**config.mk**
```make
export PLATFORM = sky130hd
export DESIGN_NAME = pc_fetch_ctrl
export DESIGN_NICKNAME = d
export VERILOG_FILES = /design/src/rtl/pc_fetch_ctrl.sv
export SDC_FILE = /design/constraint.sdc
export NUM_CORES = 1
export LEC_CHECK = 0
export ABC_AREA = 1
export ABC_CLOCK_PERIOD_IN_PS = 4900
export BUFFER_PORTS_ARGS = -buffer_cell sky130_fd_sc_hd__buf_2
export CORE_MARGIN = 10
export CORE_UTILIZATION = 26
export DETAILED_ROUTE_END_ITERATION = 10
export SLEW_MARGIN = 20
export SYNTH_ARGS = -nofsm -noshare
export SYNTH_HDL_FRONTEND = slang
export SYNTH_SLANG_ARGS = --single-unit
```
**constraint.sdc**
```tcl
create_clock -name clk -period 4.9 [get_ports clk]
set_clock_uncertainty 0.1 [all_clocks]
set_input_delay 0.98 -clock clk [delete_from_list [all_inputs] [get_ports clk]]
set_output_delay 0.98 -clock clk [all_outputs]
set_load 0.05 [all_outputs]
```
**src/rtl/pc_fetch_ctrl.sv**
```systemverilog
// pc_fetch_ctrl: owns the PC, issues back-pressured imem fetches, applies branch redirects
// and discards stale responses, feeding an in-order {pc, word} buffer toward decode.
module pc_fetch_ctrl #(
    parameter logic [31:0] RESET_PC  = 32'h0000_0000,
    parameter int          BUF_DEPTH = 2
) (
    input  logic        clk,
    input  logic        reset,
    input  logic        br_valid,
    input  logic [31:0] br_pc,
    input  logic [31:0] br_offset,
    output logic        imem_req,
    output logic [31:0] imem_addr,
    input  logic        imem_gnt,
    input  logic        imem_rvalid,
    input  logic [31:0] imem_rdata,
    output logic        inst_valid,
    output logic [31:0] inst_pc,
    output logic [31:0] inst_data,
    input  logic        inst_ready,
    output logic        misalign_err
);
    localparam int PW = BUF_DEPTH > 1 ? $clog2(BUF_DEPTH) : 1;
    localparam int CW = $clog2(BUF_DEPTH + 1);

    typedef enum logic [2:0] {IDLE, REQ, WAIT, DRAIN, HALT} state_t;

    state_t          state, state_next;
    logic [31:0]     fetch_pc, req_pc, target;
    logic            outstanding, err;
    logic [CW-1:0]   count;
    logic [PW-1:0]   rd_ptr, wr_ptr;
    logic [31:0]     fifo_pc   [BUF_DEPTH];
    logic [31:0]     fifo_data [BUF_DEPTH];
    logic            grant, rv, redirect, bad_target, push, pop;

    function automatic logic [PW-1:0] bump(input logic [PW-1:0] p);
        return p == PW'(BUF_DEPTH - 1) ? '0 : p + PW'(1);
    endfunction

    assign target     = br_pc + br_offset;
    assign bad_target = target[1:0] != 2'b00;
    assign redirect   = br_valid && state != HALT;
    assign grant      = imem_req && imem_gnt;
    // a response only counts when a granted request is actually in flight
    assign rv         = imem_rvalid && outstanding;
    assign push       = state == WAIT && rv && !redirect;
    assign pop        = inst_valid && inst_ready;

    always_ff @(posedge clk) begin
        state <= !reset ? IDLE : state_next;
    end

    always_comb begin
        state_next = state;
        case (state)
            IDLE:        state_next = REQ;
            REQ:         state_next = grant ? WAIT : REQ;
            WAIT, DRAIN: state_next = rv ? REQ : state;
            default:     state_next = HALT;
        endcase
        if (redirect)
            state_next = bad_target ? HALT : (grant || (outstanding && !rv)) ? DRAIN : REQ;
    end

    always_comb begin
        imem_req     = state == REQ && (int'(count) + int'(outstanding) < BUF_DEPTH);
        imem_addr    = fetch_pc;
        inst_valid   = count != '0;
        inst_pc      = fifo_pc[rd_ptr];
        inst_data    = fifo_data[rd_ptr];
        misalign_err = err;
    end

    always_ff @(posedge clk) begin
        if (!reset) begin
            fetch_pc    <= RESET_PC;
            req_pc      <= RESET_PC;
            outstanding <= 1'b0;
            err         <= 1'b0;
            count       <= '0;
            rd_ptr      <= '0;
            wr_ptr      <= '0;
            for (int i = 0; i < BUF_DEPTH; i++) begin
                fifo_pc[i]   <= '0;
                fifo_data[i] <= '0;
            end
        end else begin
            if (grant) begin
                fetch_pc <= fetch_pc + 32'd4;
                req_pc   <= fetch_pc;
            end
            if (redirect && !bad_target)
                fetch_pc <= target;
            outstanding <= grant || (outstanding && !imem_rvalid);
            if (redirect && bad_target)
                err <= 1'b1;
            if (redirect) begin
                count  <= '0;
                rd_ptr <= '0;
                wr_ptr <= '0;
            end else begin
                if (push) begin
                    fifo_pc[wr_ptr]   <= req_pc;
                    fifo_data[wr_ptr] <= imem_rdata;
                    wr_ptr            <= bump(wr_ptr);
                end
                if (pop)
                    rd_ptr <= bump(rd_ptr);
                count <= count + CW'(push) - CW'(pop);
            end
        end
    end
endmodule

```
# Word-level counts from Yosys, hierarchy flattened
# Memories as Yosys holds them, arrays and structs flattened. A register that Yosys moved wholly into a read port is not among the register bits.
# Cells that the tools add are included.
[classes]
reduce_logical = 25
addsub = 7
muxes = 25
order_cmp = 1
n_eq_ne = 5
n_bitwise = 1
[ops]
columns = ["op", "count"]
rows = [
  ["32-bit 2-to-1 mux", 4],
  ["32-bit OR reduction", 2],
  ["32-bit by 3-bit adder with 32-bit output, second input constant", 1],
  ["32-bit adder", 1],
  ["1-bit 2-to-1 mux", 15],
  ["1-bit logical AND", 11],
  ["3-bit 2-to-1 mux", 3],
  ["3-bit one-hot mux with 3 select lines", 1],
  ["3-bit by 2-bit equality test with 1-bit output, second input constant", 2],
  ["3-bit != test, second input constant", 2],
  ["2-bit nonzero test", 3],
  ["1-bit logical NOT", 4],
  ["2-bit 2-to-1 mux", 2],
  ["2-bit OR reduction", 2],
  ["2-bit by 1-bit adder with 3-bit output", 1],
  ["3-bit by 1-bit equality test with 1-bit output, second input constant", 1],
  ["3-bit logical NOT", 1],
  ["3-bit by 2-bit less-than comparator with 1-bit output, second input constant", 1],
  ["1-bit adder, second input constant", 2],
  ["2-bit by 1-bit adder with 2-bit output", 1],
  ["1-bit logical OR", 2],
  ["2-bit by 1-bit subtractor with 2-bit output", 1],
  ["1-bit NOT", 1],
]
[totals]
ram_bits = 128
n_memories = 2
register_bits = 73
word_cells = 74
output_inout_bits = 99
[memory_table]
columns = ["memory", "depth", "word_bits", "rd", "rd_clocked_by_memory_dff", "wr", "line_no", "text"]
rows = [
  ["fifo_data", 2, 32, 1, 1, 2, "34", "logic [31:0] fifo_data [BUF_DEPTH];"],
  ["fifo_pc", 2, 32, 1, 1, 2, "33", "logic [31:0] fifo_pc [BUF_DEPTH];"],
]

# Logic depth before layout (Yosys ltp)
# Gate-level depths: netlist (run 1).
[logic_depth]
word_depth = 10
mapped_depth = 14
ltp_nobuf = 14

# Worst setup path after synthesis (run 1)
# Ideal clock, no wire load.
[synth_timing]
path_type = "input to register"
start = "input br_valid"
end = "memory fifo_data[1][0], enable pin"
stages = 7
slack_ns = 1.135
arrival_time_ns = 3.241
required_ns = 4.376
setup_time_ns = 0.424
cell_sequence = "nand2_2 -> nand2_2 -> nor4_2 -> nand3_1 -> clkbuf_1 -> buf_1 -> nand2_1"
[synth_rtl]
columns = ["item", "line_no", "text"]
rows = [
  ["start, declared", "9", "input logic br_valid,"],
  ["end, declared", "34", ""],
]

==> results.cfg, run 1 <==
[clocking]
cts_root_buf = clkbuf_16
cts.sinks = 202
clk_pin_slew_ns = 0.06
cts_tree = built
clk-insertion-delay-late_ns = 0.50
post-cts-setup-buffers = 0
cts_resized = 0
htree_levels = 1
clockBufferDepth = 3
cts.hold.buffers_added = 0
numCtsBuffers = 22

[yosys]
yosysMostFrequentCell = nand2_1
synth_area_leaders = edfxtp_1, dfxtp_1, nand2_1
synth_area_um2 = 11600
synth_area_per_cell_um2 = 8.48
synth_top_cell_by_area = edfxtp_1
synthArstFlopShare_pct = 0
synth_top_area_share_pct = 33.0
synth-main-ff-cell = edfxtp_1
ys_ff_latch = 202
synth_fp_nets = 1510
synth_edf_count = 128
ys_types = 36
seq_area_frac_synth_pct = 45.8
yosysWarnings = 0
yosys-top-cells-count = nand2_1, inv_1, nor2_1
syn_inst = 1373

[sta]
tns_ns = 0
min_period_over_period_pct = 65.6
period_needed_ns = 3.22
rsz0062_at_grt = false
max_freq_mhz = 311
setup_viol = 0
tightest_slew_ns = 0.957
hold_viol_final = 0
relSlewSlack_pct = 36.2
maxSlewViolCount = 0

[critical_path]
reg2reg_from = state[0]$_SDFFE_PN0P_
arrival_ns = 2.14
crit_chain = mux2_2, buf_2
worstSetupPathType = reg -> out
cp_max_fo = 64
required_ns = 3.82
path_delay_family = flip-flops
cp-end-kind = output port
r2r_slack_ns = 2.37
r2r-end = fifo_pc[0][10]$_SDFFCE_PN0P_
path_depth = 2
reg2regPathDepth = 8
critPathBufInv = 1
cp-start-kind = flip-flop
critical_path.endpoint = inst_pc[7]
max_stage_delay_ns = 0.93
crit_slowest_cell = dfxtp_4

[power_and_ir_drop]
p_comb_share_pct = 18.5
leakagePower_nw = 6.11
vdd_drop_max_mv = 0.204
p_sw_mw = 1.32
p_int_mw = 3.07
seq_power_share_pct = 44.7
pwr-share-clk_pct = 36.7
switching_share_pct = 30.0
p_per_area_nw_per_um2 = 315

[worst_hold_path]
hp-class = reg -> reg
min-delay-start = imem_addr[0]$_SDFFE_PN0P_

[place]
dp_hpwl_mm = 25.3
gp_congestion = 0.884
numPortBuffers = 200

[cells_and_area]
areaGrowthSynthToFinish_pct = 19.5
layout.nets = 1697
seq_area_um2 = 5330
utilization_pct = 31.4
diodes = 0
n_fill_cell = 4684
multi_input_area_um2 = 5230
drive_above_1_share_pct = 24.0

[floorplanning]
io_pins = 201
core-area_um2 = 44200
start_util_pct = 26.3
die_x_um = 232
row_count = 77
die-area_um2 = 53600
die_y_um = 232

[drt]
first_iter_violations = 628
route.detailed.drc = 0
dr.pass1.iters = 5
viasPerCell = 4.33
wl_per_cell_um = 15.5
finalWirelength_mm = 33.5
drt.antenna.violating_nets = 0
num_vias = 9388

[run_status]
outcome = finished clean

[job]
maxCapViolations = 0

[global_route]
grt_overflow = 0
grt_pass1_wl_mm = 52.1
grt_pass1_vias = 9417
grt_util_all_layers_pct = 12.1
grt_max_degree = 65
grt_antenna_before_repair = 2
## final cells by class
| class | instances | share of cell area, % |
|---|---|---|
| multi-input cells | 903 | 37.6 |
| well taps | 592 | 5.33 |
| clock inverters | 6 | 0.450 |
| clock buffers | 34 | 4.60 |
| inverters | 223 | 6.02 |
| repair buffers | 208 | 7.72 |
| flip-flops and latches | 202 | 38.3 |
## placed cells by master (no fill, tap or decap), types with 3 or more instances in the layout
master,n
nand2_1,267
dfxtp_1,73
inv_1,221
nor2_1,151
nand3_1,74
nor2_4,60
o21bai_1,7
buf_4,7
o21ai_0,78
mux2_2,64
nand3b_1,5
nor3_1,19
edfxtp_1,128
clkbuf_16,23
xor2_1,13
a211oi_1,7
ha_1,34
a21oi_1,88
nand2_2,3
xnor2_1,4
clkbuf_1,7
buf_2,200
nand4_1,10
clkinv_2,3
a31oi_1,3
## power by group through the flow
stage / clock (mW) / combinational [mW] / sequential [mW]
2_1_floorplan: 0 / 0.473 / 2.08
3_3_place_gp: 0 / 0.814 / 2.00
3_5_place_dp: 0 / 0.817 / 2.00
4_1_cts: 1.66 / 0.822 / 1.97
5_1_grt: 1.71 / 0.903 / 1.98
6_report: 1.61 / 0.813 / 1.96
## sequential cells by signal, summed over array words and instances, names as in the netlist, named ones only
register and count:
imem_addr 32, count 2, req_pc 32, state 3
fifo_pc 64, outstanding 1, rd_ptr 1, wr_ptr 1
fifo_data 64, misalign_err 1
## layer usage
metal / routed length (um) / part of all wire (%) / track usage (%) / up-vias
met4: 500 / 1.5 / 2.39 / 0
met1: 15100 / 45 / 15.5 / 4251
met3: 2450 / 7.3 / 3.27 / 37
met2: 15500 / 46 / 20.1 / 262
met5: 0 / 0 / 0 / -
li1: - / - / - / 4838
## how the worst min path moves through the flow
stage                                            to  slack (ns)  depth (start not counted)
after floorplan             req_pc[25]$_SDFFE_PN0P_        0.35                          2
after global placement    imem_addr[0]$_SDFFE_PN0P_        0.33                          2
after detailed placement  imem_addr[0]$_SDFFE_PN0P_        0.33                          2
after CTS                 imem_addr[0]$_SDFFE_PN0P_        0.34                          2
after global routing      imem_addr[1]$_SDFFE_PN0P_        0.37                          2
final                     imem_addr[0]$_SDFFE_PN0P_        0.34                          2
## worst reg2reg max path: cells and delay by family (launching register included)
| kind | cells | cell delay [ns] |
|---|---|---|
| DFF | 1 | 0.35 |
| and+or+nand+nor | 7 | 1.57 |
| buffers and inverters | 1 | 0.08 |
## stage by stage
stage / setup slack, ns / instances / instance area, um2 / hold WS [ns] / power, mW
after floorplan: 1.14 / 1373 / 11600 / 0.345 / 2.55
after global placement: 1.26 / 2127 / 13200 / 0.329 / 2.81
after detailed placement: 1.23 / 2127 / 13200 / 0.335 / 2.82
after CTS: 1.62 / 2167 / 13900 / 0.345 / 4.44
after global routing: 1.54 / 2168 / 13900 / 0.372 / 4.59
final: 1.68 / 2168 / 13900 / 0.340 / 4.39
## kinds of logic (layout without fill, tap and decap cells)
kind of cell,after synthesis,after routing,share of synthesized area (%)
flip-flops,202,202,45.8
AO/OA/AOI/OAI,187,187,8.46
AND/OR/NAND/NOR,600,600,24.9
buffers and inverters,268,471,9.56
multiplexers,64,64,6.19
adder cells (fa/ha/maj),35,35,3.83
XOR/XNOR,17,17,1.28
(Power assumes the default switching activity.)
==> run 2, diff against run 1 <==
- ABC_CLOCK_PERIOD_IN_PS: 4900 -> 3370
- clock period: 4.9 -> 3.37 ns (I/O delays scaled with it)
==> results.cfg, run 2 (synthesis results as in run 1) <==
[run_status]
outcome = finished clean

[sta]
relSlewSlack_pct = 47.6
maxSlewViolCount = 0
tns_ns = 0
setup_viol = 0
tightest_slew_ns = 0.786
max_freq_mhz = 345
finalWorstSetupSlack_ns = 0.474
rsz0062_at_grt = false
period_needed_ns = 2.90
min_period_over_period_pct = 85.9
hold_viol_final = 0

[global_route]
grt_antenna_before_repair = 0
grt_util_all_layers_pct = 12.6
grt_overflow = 0
grt_pass1_vias = 9493
grt_max_degree = 65
grt_pass1_wl_mm = 53.8

[critical_path]
crit_chain = buf_12, mux2_2, buf_2
max_stage_delay_ns = 0.69
required_ns = 2.60
cp_max_fo = 37
arrival_ns = 2.12
crit_slowest_cell = dfxtp_4
path_delay_family = flip-flops
critPathBufInv = 2
cp-start-kind = flip-flop
cp-end-kind = output port
worstSetupPathType = reg -> out

[clocking]
cts_root_buf = clkbuf_16
cts.sinks = 202
cts_tree = built
numCtsBuffers = 23
cts.hold.buffers_added = 0
clk_pin_slew_ns = 0.06
cts_resized = 0
post-cts-setup-buffers = 0
clockBufferDepth = 3
htree_levels = 1
clk-insertion-delay-late_ns = 0.52

[floorplanning]
core-area_um2 = 44200
die_y_um = 232
start_util_pct = 26.3
row_count = 77
die-area_um2 = 53600
io_pins = 201
die_x_um = 232

[cells_and_area]
final_common_cell = nand2_1
drive_above_1_share_pct = 24.7
final_cell_mix = nand2_1, inv_1, buf_2
layout.nets = 1706
n_fill_cell = 4650
diodes = 0
final_area_um2 = 14100
utilization_pct = 32.0
areaGrowthSynthToFinish_pct = 21.4
top_regs = fifo_data (64), fifo_pc (64)

[place]
dpl_worst_slack_ns = 0.309
place_area_um2 = 13300
gp_congestion = 0.909
numPortBuffers = 200
dp_hpwl_mm = 26.3

[drt]
viasPerCell = 4.37
first_iter_violations = 613
drt.antenna.violating_nets = 0
route.detailed.drc = 0
dr.pass1.iters = 8
wl_per_cell_um = 15.9
num_vias = 9506
finalWirelength_mm = 34.6

[power_and_ir_drop]
p_per_area_nw_per_um2 = 476
leakagePower_nw = 6.20
vdd_drop_max_mv = 0.263

[job]
maxCapViolations = 0

[worst_hold_path]
hp-class = reg -> reg
==> run 2: changes by cell type in the layout (fill, tap and decap cells not counted), sizes merged <==
cell / before / now
bufinv: 1 / 5
inv: 225 / 224
clkinv: 3 / 7
buf: 208 / 216
clkbuf: 34 / 24
clkinvlp: 0 / 4
==> run 2: stage by stage <==
step                std cells  hold WS, ns  total power, mW
global route             2177        0.354             7.04
CTS                      2177        0.333             6.81
global placement         2136        0.330             4.11
finish                   2177        0.343             6.72
floorplan                1373        0.345             3.71
detailed placement       2136        0.339             4.12
==> run 2: worst paths after layout <==
check / from / cells past startpoint / slack (ns) / end
max reg2reg: state[0]$_SDFFE_PN0P_ / 10 / 0.82 / fifo_data[0][31]$_SDFFCE_PN0P_
min reg2reg: imem_addr[0]$_SDFFE_PN0P_ / 2 / 0.34 / imem_addr[0]$_SDFFE_PN0P_
max: flip-flop / 3 / 0.47 / inst_pc[0]
min: imem_addr[0]$_SDFFE_PN0P_ / 2 / 0.34 / imem_addr[0]$_SDFFE_PN0P_
==> run 2: layout make-up <==
| type | count | area, um2 | share of cell area [%] |
|---|---|---|---|
| multi-input combinational | 903 | 5230 | 37.0 |
| clock buffer | 24 | 579 | 4.10 |
| inverter | 223 | 837 | 5.92 |
| timing repair buffer | 216 | 1200 | 8.47 |
| clock inverter | 17 | 223 | 1.58 |
| sequential | 202 | 5330 | 37.7 |
| tap | 592 | 741 | 5.24 |
==> run 2: power by group <==
part	internal [mW]	total, mW	switching (mW)
clock network	1.64	2.66	1.02
logic	0.341	1.21	0.874
registers	2.75	2.85	0.103
total	4.72	6.72	2.00
==> run 2: metal layers <==
| metal | vias to the layer above | share of wire [%] | track usage (%) | wire length (um) |
|---|---|---|---|---|
| li1 | 4852 | - | - | - |
| met1 | 4296 | 44 | 16.0 | 15300 |
| met2 | 316 | 45 | 20.8 | 15700 |
| met3 | 42 | 8.2 | 3.31 | 2840 |
| met4 | 0 | 2.2 | 3.27 | 750 |
| met5 | - | 0 | 0 | 0 |
==> run 2: worst min-delay path, delay by kind of cell (launching register included) <==
| kind | cells | cell delay, ns |
|---|---|---|
| DFF | 1 | 0.32 |
| and+or+nand+nor | 1 | 0.03 |
| buffers and inverters | 1 | 0.05 |
